**src/rtl/tdc_acq_ctrl_if.sv**
```systemverilog
// Record bus from the TDC sequencer to readout: one measurement per valid/ready handshake.
// The master holds every field stable while m_valid is high and m_ready is low.
interface tdc_acq_ctrl_if #(
  parameter int TAPS  = 64,
  parameter int WIN_W = 16
);
  localparam int FW = $clog2(TAPS + 1);

  logic             m_valid;
  logic             m_ready;
  logic [WIN_W-1:0] m_coarse;
  logic [FW-1:0]    m_fine;
  logic             m_timeout;
  logic [7:0]       m_seq;

  modport master (
    output m_valid, m_coarse, m_fine, m_timeout, m_seq,
    input  m_ready
  );

  modport slave (
    input  m_valid, m_coarse, m_fine, m_timeout, m_seq,
    output m_ready
  );
endinterface

```
**src/rtl/tdc_acq_ctrl.sv**
```systemverilog
// Delay-line TDC sequencer: clear, arm for a window, capture coarse count + fine popcount, emit one record.
// Record valid the cycle after hit/timeout; holds under backpressure, then DEAD_CYC dead cycles before idle.
module tdc_acq_ctrl #(
  parameter int TAPS     = 64,
  parameter int WIN_W    = 16,
  parameter int DEAD_CYC = 4,
  localparam int FW      = $clog2(TAPS + 1)
) (
  input  logic                clk,
  input  logic                rst_n,
  input  logic                start,
  input  logic [WIN_W-1:0]    win_len,
  input  logic                hit,
  input  logic [TAPS-1:0]     therm,
  output logic                clr,
  output logic                arm,
  output logic                busy,
  tdc_acq_ctrl_if.master      m
);

  localparam int DW = (DEAD_CYC > 1) ? $clog2(DEAD_CYC) : 1;
  localparam logic [DW-1:0] DEAD_LAST = DW'(DEAD_CYC - 1);

  typedef enum logic [2:0] {IDLE, CLEAR, ARM, HOLD, DEAD} state_t;

  typedef struct packed {
    logic [WIN_W-1:0] coarse;
    logic [FW-1:0]    fine;
    logic             timeout;
  } rec_t;

  state_t           state, state_nxt;
  rec_t             rec;
  logic [WIN_W-1:0] cnt;
  logic [WIN_W-1:0] w_last;
  logic [DW-1:0]    dcnt;
  logic [7:0]       seq;
  logic             vld;
  logic             win_end;
  logic             hs;

  function automatic logic [FW-1:0] popcount(input logic [TAPS-1:0] v);
    logic [FW-1:0] n;
    n = '0;
    for (int i = 0; i < TAPS; i++) n = n + FW'(v[i]);
    return n;
  endfunction

  assign win_end = (cnt == w_last);
  assign hs      = vld && m.m_ready;

  always_comb begin
    state_nxt = state;
    case (state)
      IDLE:  if (start) state_nxt = CLEAR;
      CLEAR: state_nxt = ARM;
      ARM:   if (hit || win_end) state_nxt = HOLD;
      HOLD: begin
        if (hs) begin
          if (DEAD_CYC == 0) state_nxt = IDLE;
          else               state_nxt = DEAD;
        end
      end
      DEAD:  if (dcnt == DEAD_LAST) state_nxt = IDLE;
      default: state_nxt = IDLE;
    endcase
  end

  // Control outputs are registered off the next state so they line up with the state they describe.
  always_ff @(posedge clk or negedge rst_n) begin
    if (!rst_n) begin
      state  <= IDLE;
      clr    <= 1'b0;
      arm    <= 1'b0;
      busy   <= 1'b0;
      vld    <= 1'b0;
      rec    <= '0;
      cnt    <= '0;
      w_last <= '0;
      dcnt   <= '0;
      seq    <= '0;
    end else begin
      state <= state_nxt;
      clr   <= (state_nxt == CLEAR);
      arm   <= (state_nxt == ARM);
      busy  <= (state_nxt != IDLE);
      vld   <= (state_nxt == HOLD);
      case (state)
        IDLE: begin
          if (start) begin
            w_last <= (win_len == '0) ? '0 : win_len - WIN_W'(1);
            cnt    <= '0;
          end
        end
        ARM: begin
          cnt <= cnt + WIN_W'(1);
          if (hit) begin
            rec.coarse  <= cnt;
            rec.fine    <= popcount(therm);
            rec.timeout <= 1'b0;
          end else if (win_end) begin
            rec.coarse  <= cnt + WIN_W'(1);
            rec.fine    <= '0;
            rec.timeout <= 1'b1;
          end
        end
        HOLD: begin
          if (hs) begin
            seq  <= seq + 8'd1;
            dcnt <= '0;
          end
        end
        DEAD: dcnt <= dcnt + DW'(1);
        default: ;
      endcase
    end
  end

  assign m.m_valid   = vld;
  assign m.m_coarse  = rec.coarse;
  assign m.m_fine    = rec.fine;
  assign m.m_timeout = rec.timeout;
  assign m.m_seq     = seq;

endmodule
```
**src/flat_wrapper.sv**
```systemverilog
// flat-port wrapper written by rule: the top's interface ports become plain ports
module tdc_acq_ctrl_flat 
#(
  parameter int TAPS     = 64,
  parameter int WIN_W    = 16,
  parameter int DEAD_CYC = 4,
  localparam int FW      = $clog2(TAPS + 1)
)
  (clk, rst_n, start, win_len, hit, therm, clr, arm, busy, m_m_valid, m_m_coarse, m_m_fine, m_m_timeout, m_m_seq, m_m_ready);
  tdc_acq_ctrl_if #(.TAPS(TAPS), .WIN_W(WIN_W)) m_i ();
  input  logic clk;
  input  logic rst_n;
  input  logic start;
  input  logic [WIN_W-1:0] win_len;
  input  logic hit;
  input  logic [TAPS-1:0] therm;
  output logic clr;
  output logic arm;
  output logic busy;
  output wire logic [$bits(m_i.m_valid)-1:0] m_m_valid;
  output wire logic [$bits(m_i.m_coarse)-1:0] m_m_coarse;
  output wire logic [$bits(m_i.m_fine)-1:0] m_m_fine;
  output wire logic [$bits(m_i.m_timeout)-1:0] m_m_timeout;
  output wire logic [$bits(m_i.m_seq)-1:0] m_m_seq;
  input wire logic [$bits(m_i.m_ready)-1:0] m_m_ready;
  assign m_m_valid = m_i.m_valid;
  assign m_m_coarse = m_i.m_coarse;
  assign m_m_fine = m_i.m_fine;
  assign m_m_timeout = m_i.m_timeout;
  assign m_m_seq = m_i.m_seq;
  assign m_i.m_ready = m_m_ready;
  tdc_acq_ctrl #(.TAPS(TAPS), .WIN_W(WIN_W), .DEAD_CYC(DEAD_CYC)) u_core (.clk(clk), .rst_n(rst_n), .start(start), .win_len(win_len), .hit(hit), .therm(therm), .clr(clr), .arm(arm), .busy(busy), .m(m_i));
endmodule
```
**config.mk**
```make
export PLATFORM = sky130hd
export DESIGN_NAME = tdc_acq_ctrl_flat
export DESIGN_NICKNAME = d
export VERILOG_FILES = /design/src/rtl/tdc_acq_ctrl_if.sv /design/src/rtl/tdc_acq_ctrl.sv /design/src/flat_wrapper.sv
export SDC_FILE = /design/constraint.sdc
export NUM_CORES = 1
export LEC_CHECK = 0
export CAP_MARGIN = 10
export CORE_UTILIZATION = 30
export DETAILED_ROUTE_END_ITERATION = 8
export SLEW_MARGIN = 20
export SYNTH_ARGS = -nofsm -noshare
export SYNTH_HDL_FRONTEND = slang
export SYNTH_SLANG_ARGS = --single-unit
```
**constraint.sdc**
```tcl
create_clock -name clk -period 2.4 [get_ports clk]
set_input_delay 0.48 -clock clk [delete_from_list [all_inputs] [get_ports clk]]
set_output_delay 0.48 -clock clk [all_outputs]
set_load 0.01 [all_outputs]
```
==> impl_metrics.ini, run 1 <==
[route]
antenna_left = 0
dr.pass1.iters = 4
total_via_count_after_detailed_routing = 4275
drt-vias-per-instance = 4.509
number_of_drc_markers_after_the_initial_detailed_route_iteration = 255
wl_mm = 12.15
post_route_drc_violation_count = 0
wl_per_cell_um = 12.82

[yosys]
postSynthNetCount = 721
synthesis.area_um2 = 5539
synth_async_sr_flop_share_pct = 100.0
synth_top_flop_cell = dfrtp_1
number_of_flops_mapped_to_enable_cells_by_yosys = 0
postSynthRegisterBits = 73
synth-warning-count = 0
post_synth_inst_count = 562
synth_area_per_cell_um2 = 9.856
netlist.area_leader.share_pct = 32.98
post-synth-top-area-cell = dfrtp_1
post_synthesis_cell_type_count = 52
yosysSeqAreaShare_pct = 32.98
ys_top_cells_by_area = dfrtp_1 33%, fa_1 20%, inv_1 6.7%, ha_1 4.5%, xnor2_1 4.0%

[clocking]
h-tree-depth = 3
cts_tree = built
numClockSinks = 73
tritoncts.num_buffers = 9
worstSkewPairLatency_ns = 0.33
path_clk_slew_ns = 0.06
longest_clk_path_bufs = 2
clockRootBuffer = clkbuf_16

[timing]
hold-worst-slack_ns = 0.1065
timing.final.crit_period_ns = 5.666
timing.max_slew.rel_slack_pct = 36.83
fin_crit_sh_pct = 236.1
achievable-frequency_mhz = 176.5
final_max_slew_violation_count = 0
worstMarginPinSlew_ns = 0.9440
layout_setup_ws_ns = -3.266
grt_setup_unrepaired = yes
fin_worst_skew_ns = 0.008018
final_hold_viol_count = 0
final_setup_violation_count = 7

[worst_setup_path]
worst-r2r-setup-slack_ns = 0.28
worst-endpoint-required_ns = 2.66
crit_path_max_fanout = 2
timing.critical_path.arrival_ns = 5.92
worstSetupPathType = primary input to flop
critPathLaunchType = primary input
endpoint_kind_of_the_worst_setup_timing_path = flop

[finish]
finish.net_count = 873
fillCellCount = 1783
synthToLayoutAreaGrowth_pct = 37.88
antenna-diode-count = 0
multiInputGateArea_um2 = 3319
most_frequent_cells_in_the_layout = 88 x clkdlybuf4s50_1, 81 x inv_1, 73 x dfrtp_1
seqCellArea_um2 = 1827
share_of_post_route_cells_with_drive_strength_above_1_pct = 17.66
mostFrequentLayoutCell = clkdlybuf4s50_1

[place]
detailed_place_hpwl_mm = 9.747
place.gp.congestion = 0.7732
count_of_port_buffers_added_during_placement = 120

[grt]
antenna_found_initial = 0
first_global_vias = 4339
total_routing_usage_gr_pct = 13.80
grt-ovfl-total = 0
wire_length_of_the_first_global_routing_pass_mm = 20.65
grt_max_degree = 39

[floorplanning]
floorplan.die.height_um = 137.9
rows = 49
core_area_um2 = 18020
die-width_um = 137.9
die-area_um2 = 19010
ioPinCount = 121
floorplan.initialDensity_pct = 30.73

[min_path]
hold_removal_path_class = primary input to asynchronous set/reset pin

[status]
status = complete, but fails checks
violations = negative setup slack

[job]
maxcap_violations = 0
-- sequential cells by signal, summed over array words and instances (netlist names), 2 cells and up --
register	cells
u_core.cnt	16
u_core.state	3
u_core.m.m_coarse	16
u_core.dcnt	2
u_core.m.m_fine	7
u_core.m.m_seq	8
u_core.w_last	16
-- layer usage --
metal	track usage (%)	wire [um]	part of all wire [%]	vias to the layer above
met4	3.986	126	1.0	0
li1	-	-	-	2131
met3	2.632	693	5.7	7
met5	0	0	0	-
met2	20.83	5489	45	92
met1	19.94	5839	48	2045
-- logic make-up (layout without fill, tap and decap cells) --
kind of cell | after synthesis | after routing | share of synthesized area, %
buf+inv | 118 | 275 | 8.471
xor+xnor | 49 | 49 | 7.748
compound gates | 85 | 85 | 9.397
simple gates | 145 | 145 | 13.19
flops | 73 | 73 | 32.98
fa+ha+maj | 74 | 74 | 24.03
mux | 18 | 18 | 4.179
-- through the flow --
stage | area [um^2] | std cells | utilization (%) | setup TNS, ns | setup slack (ns)
6_report | 7637 | 948 | 42.37 | -21.59 | -3.266
5_1_grt | 7637 | 948 | 42.37 | -22.77 | -3.457
4_1_cts | 7624 | 948 | 42.29 | -23.09 | -3.517
3_5_place_dp | 7287 | 931 | 40.43 | -26.87 | -4.033
3_3_place_gp | 7287 | 931 | 40.43 | -26.53 | -3.978
2_1_floorplan | 5582 | 562 | - | -22.03 | -3.323
-- path summary, 6_finish.rpt --
check / start / end / depth (start not counted)
setup / recovery: therm[24] / u_core.m.m_fine[6] / 19
hold / removal: rst_n / u_core.m.m_coarse[1] / 1
setup reg to reg: u_core.state[2] / u_core.m.m_coarse[15] / 6
hold reg to reg: u_core.m.m_seq[7] / u_core.m.m_seq[7] / 1
max in group asynchronous: rst_n / u_core.state[2] / 2
min in group clk: u_core.m.m_seq[7] / u_core.m.m_seq[7] / 1
-- Yosys cell counts, types with 9 or more instances --
cell type  instances
nor4_1            10
clkbuf_1          15
dfrtp_1           73
xor2_1            24
inv_1             99
nand3_1           15
nor2_1            28
fa_1              54
o21ai_0           41
a21oi_1           12
nand2_1           40
mux2_2             9
ha_1              20
xnor2_1           25
-- worst max-delay path: stages --
cell             delay (ns)
clkdlybuf4s15_1        0.17
inv_2                  0.04
fa_1                   0.54
inv_2                  0.05
fa_1                   0.44
fa_1                   0.51
inv_2                  0.04
fa_1                   0.52
fa_1                   0.44
fa_1                   0.50
fa_1                   0.52
fa_1                   0.43
fa_2                   0.37
fa_2                   0.38
nor2b_4                0.13
o31a_1                 0.14
o21a_1                 0.11
o21ai_1                0.05
o21ai_1                0.07
-- what timing repair did --
item                                    4_1_cts  5_1_grt
resized for setup                            54       41
pin swaps                                    37       35
setup buffers                                 1        1
endpoints found under the setup margin        7        7
hold buffers                                  0        0
-- cell type report --
type	instances	area share, %
multi-input combinational	371	43.46
sequential	73	23.92
tap	229	3.752
timing repair buffer	160	19.36
clock inverter	6	1.474
clock buffer	10	3.129
inverter	99	4.898
Power of run 1 is left out: the tool's default activity adds up to more than one toggle a clock period on the data nets, which glitch-free logic cannot reach.
==> inputs of run 2 (changes only) <==
--- a/config.mk
+++ b/config.mk
@@ -6,8 +6,10 @@
 export NUM_CORES = 1
 export LEC_CHECK = 0
 export CAP_MARGIN = 10
-export CORE_UTILIZATION = 30
+export CORE_UTILIZATION = 53
+export CTS_BUF_LIST = sky130_fd_sc_hd__clkbuf_8
 export DETAILED_ROUTE_END_ITERATION = 8
+export PLACE_DENSITY = 0.83
 export SLEW_MARGIN = 20
 export SYNTH_ARGS = -nofsm -noshare
 export SYNTH_HDL_FRONTEND = slang
==> impl_metrics.ini, run 2 (synthesis results as in run 1) <==
[finish]
mostFrequentLayoutCell = clkdlybuf4s50_1
fillCellCount = 680
antenna-diode-count = 0
finish.net_count = 872
share_of_post_route_cells_with_drive_strength_above_1_pct = 16.57
synthToLayoutAreaGrowth_pct = 33.52
finalInstanceArea_um2 = 7396
most_frequent_cells_in_the_layout = 88 x clkdlybuf4s50_1, 85 x inv_1, 73 x dfrtp_1

[grt]
grt_max_degree = 31
grt-ovfl-total = 0
wire_length_of_the_first_global_routing_pass_mm = 21.22
first_global_vias = 4728
antenna_found_initial = 0
total_routing_usage_gr_pct = 24.47

[route]
wl_per_cell_um = 14.77
dr.pass1.iters = 6
post_route_drc_violation_count = 0
number_of_drc_markers_after_the_initial_detailed_route_iteration = 219
antenna_left = 0
total_via_count_after_detailed_routing = 4481
drt-vias-per-instance = 5.266
wl_mm = 12.57

[timing]
timing.final.crit_period_ns = 5.786
fin_crit_sh_pct = 241.1
fin_worst_skew_ns = 0.01228
timing.max_slew.rel_slack_pct = 36.20
layout_setup_ws_ns = -3.386
final_max_slew_violation_count = 0
achievable-frequency_mhz = 172.8
final_hold_viol_count = 0
worstMarginPinSlew_ns = 0.9535
final_setup_violation_count = 7
grt_setup_unrepaired = yes

[worst_setup_path]
cell_chain_of_the_critical_path = dlygate4sd2_1 -> fa_1 -> fa_2 -> inv_2 -> fa_2 -> fa_1 -> fa_1 -> fa_1 -> fa_1 -> fa_1 -> fa_2 -> fa_2 -> nor2b_2 -> o31a_1 -> o21a_1 -> o21ai_1 -> o21ai_1
regToRegStartpoint = u_core.cnt[7]
endpoint_kind_of_the_worst_setup_timing_path = flop
slowest_cp_cell = fa_1
critical_path.most_common_cell = fa_1
crit_path_max_fanout = 2
worst_path_dominant_cell_family = adder cells
critPathCapture = u_core.m.m_fine[6]
timing.critical_path.depth = 17
reg2reg_depth = 6
worstSetupPathType = primary input to flop
critPathLaunchType = primary input
worst-endpoint-required_ns = 2.67
critPathBufInv = 2
cpPeakStageDelay_ns = 0.57
worst-r2r-setup-slack_ns = 0.20
timing.critical_path.arrival_ns = 6.06
worstSetupStartpoint = therm[46]
worstReg2RegEnd = u_core.m.m_coarse[5]

[place]
place.gp.congestion = 0.8019
count_of_port_buffers_added_during_placement = 120
detailed_place_hpwl_mm = 10.10
placed_cell_area_um2 = 7149

[clocking]
numClockSinks = 73
tritoncts.num_buffers = 9
h-tree-depth = 3
worstSkewPairLatency_ns = 0.35
path_clk_slew_ns = 0.08
clockRootBuffer = clkbuf_8
cts_tree = built
longest_clk_path_bufs = 2

[floorplanning]
core_area_um2 = 9955
ioPinCount = 121
die-width_um = 104.2
floorplan.die.height_um = 104.2
die-area_um2 = 10860
rows = 36
floorplan.initialDensity_pct = 55.64

[min_path]
hold_removal_path_class = primary input to asynchronous set/reset pin

[job]
maxcap_violations = 0

[status]
status = complete, but fails checks
violations = negative setup slack
## run 2: cell count changes in the layout (fill, tap and decap cells not counted), sizes merged, moves of 2 or more
cell	delta
clkbuf	-2
clkdlybuf4s15	+2
buf	-3
clkinvlp	+3
bufinv	-2
## run 2: worst reg2reg max path: cells and delay by family, from the launching register on
kind | cells | cell delay, ns
multiplexers | 1 | 0.36
buffers and inverters | 1 | 0.19
AO/OA/AOI/OAI | 1 | 0.23
flip-flops | 1 | 0.52
XOR/XNOR | 1 | 0.24
AND/OR/NAND/NOR | 2 | 0.54
## run 2: metal layers
metal,track usage (%),part of all wire (%)
met3,3.133,3.9
met4,9.898,2.3
met2,45.19,53
met5,0,0
met1,28.66,41
## run 2: layout make-up
class	count	area [um^2]	share of cell area, %
multi-input cells	371	3342	45.19
flip-flops and latches	73	1827	24.70
repair buffers	159	1483	20.05
inverters	99	374.1	5.058
well taps	133	166.4	2.250
clock buffers	10	137.6	1.861
clock inverters	6	66.31	0.8966
## run 2: through the flow
stage	util, %	hold WS (ns)	setup slack (ns)	instances	TNS, ns
after global placement	71.82	0.4622	-3.935	833	-26.32
final	74.30	0.1698	-3.386	851	-22.37
after floorplan	-	0.1844	-3.323	562	-22.03
after CTS	73.88	0.1940	-3.586	850	-23.53
after detailed placement	71.82	0.4875	-4.065	833	-27.26
after global routing	74.30	0.2233	-3.592	851	-23.38
## run 2: what timing repair did
action	in CTS	in global routing
gates resized for setup	48	35
setup endpoints to repair	7	7
hold buffers	0	0
hold endpoints to repair	0	0
buffers inserted	1	1
pin swaps	36	33
## run 2: worst min path at each step
stage	startpoint	to	slack [ns]	depth (start not counted)
floorplan	rst_n	u_core.arm	0.18	0
global placement	u_core.m.m_seq[7]	u_core.m.m_seq[7]	0.46	1
detailed placement	u_core.w_last[9]	u_core.w_last[9]	0.49	1
CTS	rst_n	u_core.m.m_coarse[12]	0.19	1
global route	rst_n	u_core.m.m_coarse[12]	0.22	1
finish	rst_n	u_core.m.m_coarse[12]	0.17	1
Power of run 2 is left out for the same reason.
==> inputs of run 3 (changes only) <==
--- a/config.mk
+++ b/config.mk
@@ -14,3 +14,4 @@
 export SYNTH_ARGS = -nofsm -noshare
 export SYNTH_HDL_FRONTEND = slang
 export SYNTH_SLANG_ARGS = --single-unit
+export TNS_END_PERCENT = 10
==> impl_metrics.ini, run 3 (synthesis results as in run 1) <==
[timing]
grt_setup_unrepaired = yes
timing.max_slew.rel_slack_pct = 36.83
final_hold_viol_count = 0
achievable-frequency_mhz = 169.7
timing.final.crit_period_ns = 5.894
layout_setup_ws_ns = -3.494
final_max_slew_violation_count = 0
fin_worst_skew_ns = 0.01171
final_setup_violation_count = 7
worstMarginPinSlew_ns = 0.9440
fin_crit_sh_pct = 245.6

[grt]
antenna_found_initial = 0
grt-ovfl-total = 0
grt_max_degree = 50
first_global_vias = 4761
total_routing_usage_gr_pct = 24.58
wire_length_of_the_first_global_routing_pass_mm = 21.32

[finish]
mostFrequentLayoutCell = clkdlybuf4s50_1
fillCellCount = 667
synthToLayoutAreaGrowth_pct = 33.39
share_of_post_route_cells_with_drive_strength_above_1_pct = 14.13
finish.net_count = 869
seqCellArea_um2 = 1827
fin_util_pct = 74.22
most_frequent_cells_in_the_layout = 102 x clkdlybuf4s50_1, 87 x inv_1, 73 x dfrtp_1
antenna-diode-count = 0
multiInputGateArea_um2 = 3294

[clocking]
clockRootBuffer = clkbuf_8
cts-hold-fix-buffers = 0
numClockSinks = 73
longest_clk_path_bufs = 2
path_clk_slew_ns = 0.07
tritoncts.num_buffers = 9
h-tree-depth = 3
worstSkewPairLatency_ns = 0.35
cts_tree = built

[floorplanning]
die-area_um2 = 10860
rows = 36
floorplan.initialDensity_pct = 55.64
core_area_um2 = 9955
die-width_um = 104.2
ioPinCount = 121
floorplan.die.height_um = 104.2

[route]
wl_per_cell_um = 14.56
number_of_drc_markers_after_the_initial_detailed_route_iteration = 215
post_route_drc_violation_count = 0
total_via_count_after_detailed_routing = 4502
dr.pass1.iters = 5
drt-vias-per-instance = 5.309
antenna_left = 0
wl_mm = 12.35

[place]
count_of_port_buffers_added_during_placement = 120
detailed_place_hpwl_mm = 10.30
place.gp.congestion = 0.8022

[min_path]
hold_removal_path_class = primary input to asynchronous set/reset pin

[status]
status = complete, but fails checks
violations = negative setup slack

[worst_setup_path]
worstSetupStartpoint = therm[46]
slowest_cp_cell = fa_1
crit_path_max_fanout = 2
critPathBufInv = 5
regToRegStartpoint = u_core.state[2]
endpoint_kind_of_the_worst_setup_timing_path = flop
critPathLaunchType = primary input
cell_chain_of_the_critical_path = clkdlybuf4s50_1 -> fa_1 -> fa_2 -> fa_1 -> inv_2 -> fa_1 -> inv_2 -> fa_1 -> fa_1 -> fa_1 -> inv_2 -> fa_1 -> inv_1 -> ha_1 -> nand2b_1 -> a21oi_2 -> o21a_1 -> or3_1 -> o211ai_1
worst-endpoint-required_ns = 2.67
critical_path.most_common_cell = fa_1
worst_path_dominant_cell_family = adder cells
cpPeakStageDelay_ns = 0.56
worstSetupPathType = primary input to flop
timing.critical_path.arrival_ns = 6.16

[job]
maxcap_violations = 0
## run 3: through the flow
stage                     setup TNS (ns)  instance area, um^2  hold slack [ns]  cells  setup WS, ns
after floorplan                   -22.34                 5559           0.1844    562        -3.380
after global placement            -26.29                 7112           0.4635    831        -3.921
after detailed placement          -27.13                 7112           0.4909    831        -4.075
after CTS                         -23.99                 7338           0.1310    848        -3.649
after global routing              -24.12                 7388           0.1569    848        -3.633
final                             -23.28                 7388           0.1164    848        -3.494
## run 3: worst paths after layout
path | to | slack [ns] | depth (start not counted)
worst max-delay path | u_core.m.m_fine[5] | -3.49 | 19
worst min-delay path | u_core.m.m_valid | 0.12 | 1
worst max register to register | u_core.m.m_coarse[6] | 0.26 | 6
worst min register to register | u_core.m.m_seq[7] | 0.50 | 1
max in group asynchronous | u_core.m.m_coarse[10] | 1.65 | 2
min in group clk | u_core.m.m_seq[7] | 0.50 | 1
## run 3: final cells by class
cell class                 instances  area share, %
clock buffer                      11          2.049
clock inverter                     5         0.7451
inverter                          99          5.030
multi-input combinational        371          44.59
sequential                        73          24.72
tap                              133          2.252
timing repair buffer             156          20.61
## run 3: layer usage
layer,vias to the layer above,GRT usage (%),wire length (um)
met5,-,0,0
met4,0,10.31,325
met3,27,3.822,587
met2,153,44.29,6520
met1,2202,29.14,4912
li1,2120,-,-
## run 3: timing repair
action / CTS / global route
resized for setup: 10 / 31
setup endpoints to repair: 7 / 7
setup buffers: 1 / 0
pin swaps: 5 / 15
Power of run 3 is left out for the same reason.
